==> src/rtl/fifo_sync_param.sv <==
// Synchronous circular FIFO with a registered read port, occupancy count,
// programmable almost-full/almost-empty decodes and sticky overflow/underflow flags.
module fifo_sync_param #(
  parameter int Data      = 512,
  parameter int Adbus     = 3,
  parameter int AF_Margin = 1,
  parameter int AE_Margin = 1
) (
  input  logic             clk,
  input  logic             rst,
  input  logic             wr_en,
  input  logic             rd_en,
  input  logic             clr_err,
  input  logic [Data-1:0]  Data_in,
  output logic [Data-1:0]  Data_out,
  output logic             Data_valid,
  output logic [Adbus:0]   count,
  output logic             In_Busy,
  output logic             Out_Busy,
  output logic             In_Almost_Full,
  output logic             Out_Almost_Empty,
  output logic             Overflow,
  output logic             Underflow
);

  localparam int DEPTH = 1 << Adbus;
  localparam logic [Adbus:0] DEPTH_C  = (Adbus+1)'(DEPTH);
  localparam logic [Adbus:0] AF_THR_C = (Adbus+1)'(DEPTH - AF_Margin);
  localparam logic [Adbus:0] AE_THR_C = (Adbus+1)'(AE_Margin);

  logic [Data-1:0]  mem_q [DEPTH];
  logic [Adbus-1:0] wr_addr_q, wr_addr_d;
  logic [Adbus-1:0] rd_addr_q, rd_addr_d;
  logic [Adbus:0]   count_q, count_d;
  logic [Data-1:0]  dout_q;
  logic             valid_q;
  logic             ovf_q, ovf_d;
  logic             unf_q, unf_d;
  logic             rd_acc, wr_acc, mem_we;

  always_comb begin
    rd_acc    = rd_en && (count_q != '0);
    // A full FIFO still takes a write when a read frees a slot in the same cycle.
    wr_acc    = wr_en && ((count_q != DEPTH_C) || rd_en);
    mem_we    = wr_acc && !rst;
    wr_addr_d = wr_addr_q;
    rd_addr_d = rd_addr_q;
    count_d   = count_q;
    if (wr_acc) wr_addr_d = wr_addr_q + 1'b1;
    if (rd_acc) rd_addr_d = rd_addr_q + 1'b1;
    if (wr_acc && !rd_acc)      count_d = count_q + 1'b1;
    else if (rd_acc && !wr_acc) count_d = count_q - 1'b1;
    // A new error in the same cycle as clr_err leaves the flag set.
    ovf_d = (ovf_q && !clr_err) || (wr_en && !wr_acc);
    unf_d = (unf_q && !clr_err) || (rd_en && !rd_acc);
  end

  always_ff @(posedge clk) begin
    if (rst) begin
      wr_addr_q <= '0;
      rd_addr_q <= '0;
      count_q   <= '0;
      dout_q    <= '0;
      valid_q   <= 1'b0;
      ovf_q     <= 1'b0;
      unf_q     <= 1'b0;
    end else begin
      wr_addr_q <= wr_addr_d;
      rd_addr_q <= rd_addr_d;
      count_q   <= count_d;
      valid_q   <= rd_acc;
      ovf_q     <= ovf_d;
      unf_q     <= unf_d;
      if (rd_acc) dout_q <= mem_q[rd_addr_q];
    end
  end

  // Storage carries no reset so it maps onto block RAM; read-before-write on a shared slot.
  always_ff @(posedge clk) begin
    if (mem_we) mem_q[wr_addr_q] <= Data_in;
  end

  assign Data_out         = dout_q;
  assign Data_valid       = valid_q;
  assign count            = count_q;
  assign In_Busy          = (count_q == DEPTH_C);
  assign Out_Busy         = (count_q == '0);
  assign In_Almost_Full   = (count_q >= AF_THR_C);
  assign Out_Almost_Empty = (count_q <= AE_THR_C);
  assign Overflow         = ovf_q;
  assign Underflow        = unf_q;

endmodule

==> config.mk <==
export PLATFORM = sky130hd
export DESIGN_NAME = fifo_sync_param
export DESIGN_NICKNAME = d
export VERILOG_FILES = /design/src/rtl/fifo_sync_param.sv
export SDC_FILE = /design/constraint.sdc
export NUM_CORES = 2
export LEC_CHECK = 0
export CORE_UTILIZATION = 45
export DETAILED_ROUTE_END_ITERATION = 10
export GPL_ROUTABILITY_DRIVEN = 0
export PLACE_DENSITY = 0.68
export SLEW_MARGIN = 5
export SYNTH_ARGS = -nofsm -noshare
export SYNTH_HDL_FRONTEND = slang
export SYNTH_SLANG_ARGS = --single-unit
==> constraint.sdc <==
create_clock -name clk -period 68.4 [get_ports clk]
set_input_delay 6.84 -clock clk [delete_from_list [all_inputs] [get_ports clk]]
set_output_delay 6.84 -clock clk [all_outputs]
set_load 0.01 [all_outputs]
==> Word level (Yosys, flattened, before mapping) <==
Memories as Yosys holds them, arrays and structs flattened. A register that Yosys moved wholly into a read port is not among the register bits.
Cells that the tools add are included.
{ "word_totals": {"regBits": 13, "ram_bits": 4096, "in_bits": 517, "mem_count": 1} }
{ "op_classes": {"addsub": 4, "order_cmp": 2, "eq_ne": 2, "n_mux": 4, "n_reduce_logical": 19} }
{ "mem_list": {"columns": ["name", "depth", "word_bits", "read_ports", "rd_ports_with_merged_regs", "wr", "line_no", "source"], "rows": [
  ["mem_q", 8, 512, 1, 1, 1, "31", "logic [Data-1:0] mem_q [DEPTH];"]
]} }
{ "op_table": {"columns": ["op", "count"], "rows": [
  ["logical AND 1 bit", 9],
  ["2-to-1 mux 4 bit", 2],
  ["adder 3 x 1 -> 3 bit (second input constant)", 2],
  ["adder 4 x 1 -> 4 bit (second input constant)", 1],
  ["equality test 4 bit (second input constant)", 1],
  [">= comparator 4 x 3 -> 1 bit (second input constant)", 1],
  ["<= comparator 4 x 1 -> 1 bit (second input constant)", 1],
  ["zero test 1 bit", 4],
  ["zero test 4 bit", 1],
  ["!= test 4 bit (second input constant)", 1],
  ["nonzero test 4 bit", 1],
  ["subtractor 4 x 1 -> 4 bit (second input constant)", 1],
  ["logical OR 1 bit", 3],
  ["2-to-1 mux 1 bit", 2],
  ["nonzero test 2 bit", 1]
]} }

==> Depth between registers and ports, before layout <==
{ "depth": {"word_depth": 7, "ltp_mapped": 13, "mapped_depth_nobuf": 10} }

==> Worst setup path before layout <==
OpenSTA, ideal clock, no wires.
{ "synth_timing": {"path_type": "input port to flip-flop", "start": "input port rst", "end": "memory mem_q[0][0], enable pin", "setup_time_ns": 2.815, "arrival_time_ns": 59.149, "required_time_ns": 65.585, "setup_slack_ns": 6.436, "stages": 3, "n_path_buf": 1, "cell_sequence": "clkbuf_1 > nor2_1 > nor4b_1"} }
{ "synth_between": {"elab_chain_len": 4} }
{ "synth_lines": {"columns": ["item", "line_no", "source"], "rows": [
  ["from (decl)", "10", "input logic rst,"],
  ["zero test 1 bit", "45", "mem_we = wr_acc && !rst;"],
  ["logical AND 1 bit", "45", null],
  ["2-to-1 mux 1 bit", "80", "if (mem_we) mem_q[wr_addr_q] <= Data_in;"],
  ["2-to-1 mux 1 bit (implied by the code)", "80", null],
  ["to (decl)", "31", null]
]} }
No other way between the ends.

==> Worst setup path in the final report <==
{ "layout_timing": {"start": "input port rd_en", "end": "memory mem_q[5][296], enable pin"} }
{ "layout_between": {"elab_chain_len": 5} }
{ "layout_lines": {"columns": ["item", "line_no", "source"], "rows": [
  ["from (decl)", "12", "input logic rd_en,"],
  ["logical OR 1 bit", "44", "wr_acc = wr_en && ((count_q != DEPTH_C) || rd_en);"],
  ["logical AND 1 bit", "44", null],
  ["named net wr_acc", "39", "logic rd_acc, wr_acc, mem_we;"],
  ["logical AND 1 bit", "45", null],
  ["2-to-1 mux 1 bit", "80", null],
  ["2-to-1 mux 1 bit (implied by the code)", "80", null]
]} }
The timed path passes the listed nets, and every way through them passes these cells.

==> impl_results.html <==
<table>
<tr><th>Metric</th><th>Value</th></tr>
<tr><th colspan="2">Run status</th></tr>
<tr><td>Run status</td><td>completed</td></tr>
<tr><th colspan="2">Logic synthesis</th></tr>
<tr><td>Synth unique cells</td><td>36</td></tr>
<tr><td>Post-Synthesis Cell Area</td><td>approximately 170000 um^2</td></tr>
<tr><td>Net Count, Synth</td><td>roughly 10000</td></tr>
<tr><td>Mapped Avg Cell Area</td><td>around 17 um^2</td></tr>
<tr><td>Post-synth EDFFs</td><td>4096</td></tr>
<tr><td>Yosys top cell area share</td><td>0.714</td></tr>
<tr><td>Largest area contributor in the netlist</td><td>sky130_fd_sc_hd__edfxtp_1</td></tr>
<tr><td>Cells after Synth</td><td>between 9000 and 10000</td></tr>
<tr><td>Async set-or-reset flop fraction in the synthesized netlist</td><td>0</td></tr>
<tr><td>Seq cells post-synth</td><td>4621</td></tr>
<tr><td>Syn. warnings</td><td>0</td></tr>
<tr><td>Most common flop cell mapped by yosys</td><td>sky130_fd_sc_hd__edfxtp_1</td></tr>
<tr><td>Sequential area share after synthesis</td><td>0.775</td></tr>
<tr><td>Biggest area contributors in the synthesized netlist</td><td>sky130_fd_sc_hd__edfxtp_1, sky130_fd_sc_hd__mux2i_1, sky130_fd_sc_hd__dfxtp_1, sky130_fd_sc_hd__a22oi_1, sky130_fd_sc_hd__nor3_1</td></tr>
<tr><th colspan="2">Timing</th></tr>
<tr><td>Final worst path period share</td><td>0.185</td></tr>
<tr><td>Final hold violation count</td><td>0</td></tr>
<tr><td>Post-layout min period</td><td>roughly 13 ns</td></tr>
<tr><td>Worst hold margin</td><td>0.490 ns</td></tr>
<tr><td>Unrepaired setup endpoints after global routing</td><td>no</td></tr>
<tr><td>Final setup viols</td><td>0</td></tr>
<tr><td>Setup tns final</td><td>0 ns</td></tr>
<tr><td>Slew Limit Fails</td><td>0</td></tr>
<tr><td>Setup skew after layout</td><td>between 0.08 and 0.09 ns</td></tr>
<tr><td>Worst slew margin</td><td>0.0646</td></tr>
<tr><td>Highest achievable clock rate</td><td>slightly below 0.08 GHz</td></tr>
<tr><td>Transition time at the pin with the least slew margin</td><td>1.40 ns</td></tr>
<tr><th colspan="2">Critical path</th></tr>
<tr><td>Worst reg-to-reg setup slack</td><td>59.99 ns</td></tr>
<tr><td>Critical path, cell by cell</td><td>clkdlybuf4s50_1, o21ai_0, inv_1, nand2_1, nor2_4, buf_4, buf_4, buf_4, buf_4, buf_4, buf_4</td></tr>
<tr><td>Critical path fanouts, max</td><td>58</td></tr>
<tr><td>Crit-path leading delay family</td><td>buffers and inverters</td></tr>
<tr><td>Worst path buffer plus inverter count</td><td>8</td></tr>
<tr><td>Endpoint required time on the critical path</td><td>around 69 ns</td></tr>
<tr><td>Cell with the largest stage delay on the worst path</td><td>sky130_fd_sc_hd__buf_4</td></tr>
<tr><td>CP startpoint kind</td><td>input port</td></tr>
<tr><td>Crit path largest cell delay</td><td>around 0.87 ns</td></tr>
<tr><td>Dominant cell type by count on the critical path</td><td>sky130_fd_sc_hd__buf_4</td></tr>
<tr><td>CP endpoint kind</td><td>flip-flop</td></tr>
<tr><td>Worst setup path category</td><td>input port to flip-flop</td></tr>
<tr><td>Data arrival time of the critical path</td><td>approximately 13 ns</td></tr>
<tr><th colspan="2">Global routing</th></tr>
<tr><td>Final global-route overflow total</td><td>0</td></tr>
<tr><td>Largest net degree at the start of global routing</td><td>138</td></tr>
<tr><td>Initial antenna violation count</td><td>~140</td></tr>
<tr><td>Global routing usage summed across all routing layers</td><td>0.219</td></tr>
<tr><td>Number of global-route vias before repair</td><td>roughly 93000</td></tr>
<tr><td>First-pass GRT wire length</td><td>~630 mm</td></tr>
<tr><th colspan="2">Clock network</th></tr>
<tr><td>Setup fix buffers added after clock tree synthesis</td><td>0</td></tr>
<tr><td>Max H-tree Level</td><td>5</td></tr>
<tr><td>Clock network latency to the later pin of the worst-skew pair</td><td>about 0.99 ns</td></tr>
<tr><td>Clock root buffer</td><td>sky130_fd_sc_hd__clkbuf_16</td></tr>
<tr><td>Clock transition at the register clock pins on the worst setup and hold paths after CTS</td><td>around 0.060 ns</td></tr>
<tr><td>Clock net sink count</td><td>between 4000 and 5000</td></tr>
<tr><td>CTS tree</td><td>yes</td></tr>
<tr><td>CTS Buffer Depth</td><td>4</td></tr>
<tr><td>Total CTS buffers</td><td>approximately 450</td></tr>
<tr><td>Cts repair resizes</td><td>0</td></tr>
<tr><td>Number of buffers inserted by hold repair at cts</td><td>0</td></tr>
<tr><th colspan="2">Detailed routing</th></tr>
<tr><td>Vias after detailed routing</td><td>between 90000 and 100k</td></tr>
<tr><td>WL final</td><td>around 440 mm</td></tr>
<tr><td>First-pass iteration count of the detailed router</td><td>5</td></tr>
<tr><td>Routed via count divided by cell count</td><td>around 5.7</td></tr>
<tr><td>Drt initial violations</td><td>between 8000 and 9000</td></tr>
<tr><td>Average detailed-routed wire length per instance</td><td>about 27 um</td></tr>
<tr><td>Number of nets with antenna violations after detailed routing</td><td>0</td></tr>
<tr><td>DRC violation count after routing</td><td>0</td></tr>
<tr><th colspan="2">Flow run</th></tr>
<tr><td>Max-capacitance violation count</td><td>0</td></tr>
<tr><th colspan="2">Floorplan</th></tr>
<tr><td>Die width</td><td>a little over 600 um</td></tr>
<tr><td>Die Outline Area</td><td>386000 um^2</td></tr>
<tr><td>CORE AREA</td><td>between 300000 and 400000 um^2</td></tr>
<tr><td>Die Ht</td><td>just over 600 um</td></tr>
<tr><td>Number of placement rows</td><td>around 230</td></tr>
<tr><td>Count of boundary I/O pins</td><td>1040</td></tr>
<tr><td>Initial core utilization</td><td>0.454</td></tr>
<tr><th colspan="2">Place</th></tr>
<tr><td>Instance count after placement with tap cells included</td><td>15537</td></tr>
<tr><td>DP HPWL</td><td>approximately 250 mm</td></tr>
<tr><td>Port-buffer cells</td><td>~1000</td></tr>
<tr><th colspan="2">Final layout</th></tr>
<tr><td>Synth-to-layout area growth</td><td>17.7%</td></tr>
<tr><td>Leading cell type in the layout, fill and taps excluded</td><td>sky130_fd_sc_hd__edfxtp_1</td></tr>
<tr><td>Number of nets in the layout</td><td>between 10000 and 15000</td></tr>
<tr><td>Final standard cell utilization of the core</td><td>0.534</td></tr>
<tr><td>Fraction of layout instances using a drive strength above 1</td><td>0.0854</td></tr>
<tr><td>Commonest cells after routing, fill and taps aside</td><td>sky130_fd_sc_hd__edfxtp_1, sky130_fd_sc_hd__mux2i_1, sky130_fd_sc_hd__clkdlybuf4s50_1</td></tr>
<tr><td>Non-filler cells in the finished layout</td><td>~16000</td></tr>
<tr><th colspan="2">Power</th></tr>
<tr><td>Total power per unit cell area</td><td>37.0 nW/um^2</td></tr>
<tr><td>Static Leak</td><td>around 63 nW</td></tr>
<tr><td>Max IR drop VDD</td><td>just over 40 uV</td></tr>
<tr><th colspan="2">Hold path</th></tr>
<tr><td>Path class of the lowest-slack min-delay path</td><td>flip-flop to flip-flop</td></tr>
</table>
[cells by family after synthesis]
kind of cell             share of synthesized area
buffers and inverters                       0.0185
AND/OR/NAND/NOR                             0.0354
flip-flops                                   0.775
adder cells (fa/ha/maj)                   0.000508
XOR/XNOR                                  0.000356
AO/OA/AOI/OAI                               0.0517
multiplexers                                 0.119
[layer usage]
| metal | GRT usage | share of wire |
|---|---|---|
| met2 | 0.363 | 0.49 |
| met1 | 0.288 | 0.41 |
| met3 | 0.0445 | 0.074 |
| met4 | 0.0751 | 0.033 |
| met5 | 0.00152 | 0.0014 |
[layout make-up]
class / count / area, um^2
Timing Repair Buffer: 1206 / 11900
Multi-Input combinational cell: 4688 / 35800
Clock inverter: 212 / 2380
Clock buffer: 636 / 12700
Tap cell: 5016 / 6280
Fill cell: 29537 / 177000
Sequential cell: 4621 / 134000
Inverter: 6 / 30.0
Antenna cell: 60 / 150
[worst reg2reg max path, stage by stage (launching register included)]
cell,delay [ns]
sky130_fd_sc_hd__dfxtp_4,0.88
sky130_fd_sc_hd__buf_4,0.94
sky130_fd_sc_hd__buf_4,0.73
sky130_fd_sc_hd__buf_4,0.83
sky130_fd_sc_hd__buf_4,0.94
sky130_fd_sc_hd__buf_4,0.71
sky130_fd_sc_hd__buf_4,0.64
sky130_fd_sc_hd__buf_4,0.77
sky130_fd_sc_hd__buf_4,0.97
sky130_fd_sc_hd__mux2i_1,0.42
sky130_fd_sc_hd__a22oi_1,0.14
sky130_fd_sc_hd__a21oi_1,0.22
sky130_fd_sc_hd__nor3_1,0.07
[cell usage after synthesis (7+ instances only)]
cell type	instances
sky130_fd_sc_hd__edfxtp_1	4096
sky130_fd_sc_hd__nor3_1	621
sky130_fd_sc_hd__ha_1	7
sky130_fd_sc_hd__nor3_2	82
sky130_fd_sc_hd__nor2_1	530
sky130_fd_sc_hd__a21oi_1	332
sky130_fd_sc_hd__mux2i_1	2049
sky130_fd_sc_hd__o22ai_1	374
sky130_fd_sc_hd__buf_6	35
sky130_fd_sc_hd__buf_2	298
sky130_fd_sc_hd__buf_4	47
sky130_fd_sc_hd__dfxtp_1	525
sky130_fd_sc_hd__clkbuf_1	220
sky130_fd_sc_hd__buf_1	28
sky130_fd_sc_hd__nand2_1	8
sky130_fd_sc_hd__a22oi_1	650
[report_power, final]
group          switching [mW]  internal, mW  total (mW)
combinational           0.964         0.676        1.64
sequential              0.141          3.25        3.39
clock                    1.06          1.42        2.48
[sequential cells by signal, indices dropped and copies added, names as in the netlist]
name,cells
rd_addr_q,3
Underflow,1
count,4
mem_q,4096
wr_addr_q,3
Overflow,1
Data_out,512
Data_valid,1
[per-stage QoR]
step | cell area, um^2 | setup WS (ns) | total power [mW]
2_1_floorplan | 172000 | 6.44 | 4.49
3_3_place_gp | 188000 | 54.77 | 5.05
4_1_cts | 203000 | 55.74 | 7.55
5_1_grt | 203000 | 55.43 | 7.78
6_report | 203000 | 55.72 | 7.51
3_5_place_dp | 188000 | 54.68 | 5.08
[path summary, 6_finish.rpt]
check	start	endpoint	cells past startpoint
max	rd_en	mem_q[5][296]	11
min	Data_out[272]	Data_out[272]	2
max reg2reg	rd_addr_q[1]	Data_out[355]	12
min reg2reg	Data_out[272]	Data_out[272]	2
(Power assumes the default switching activity.)
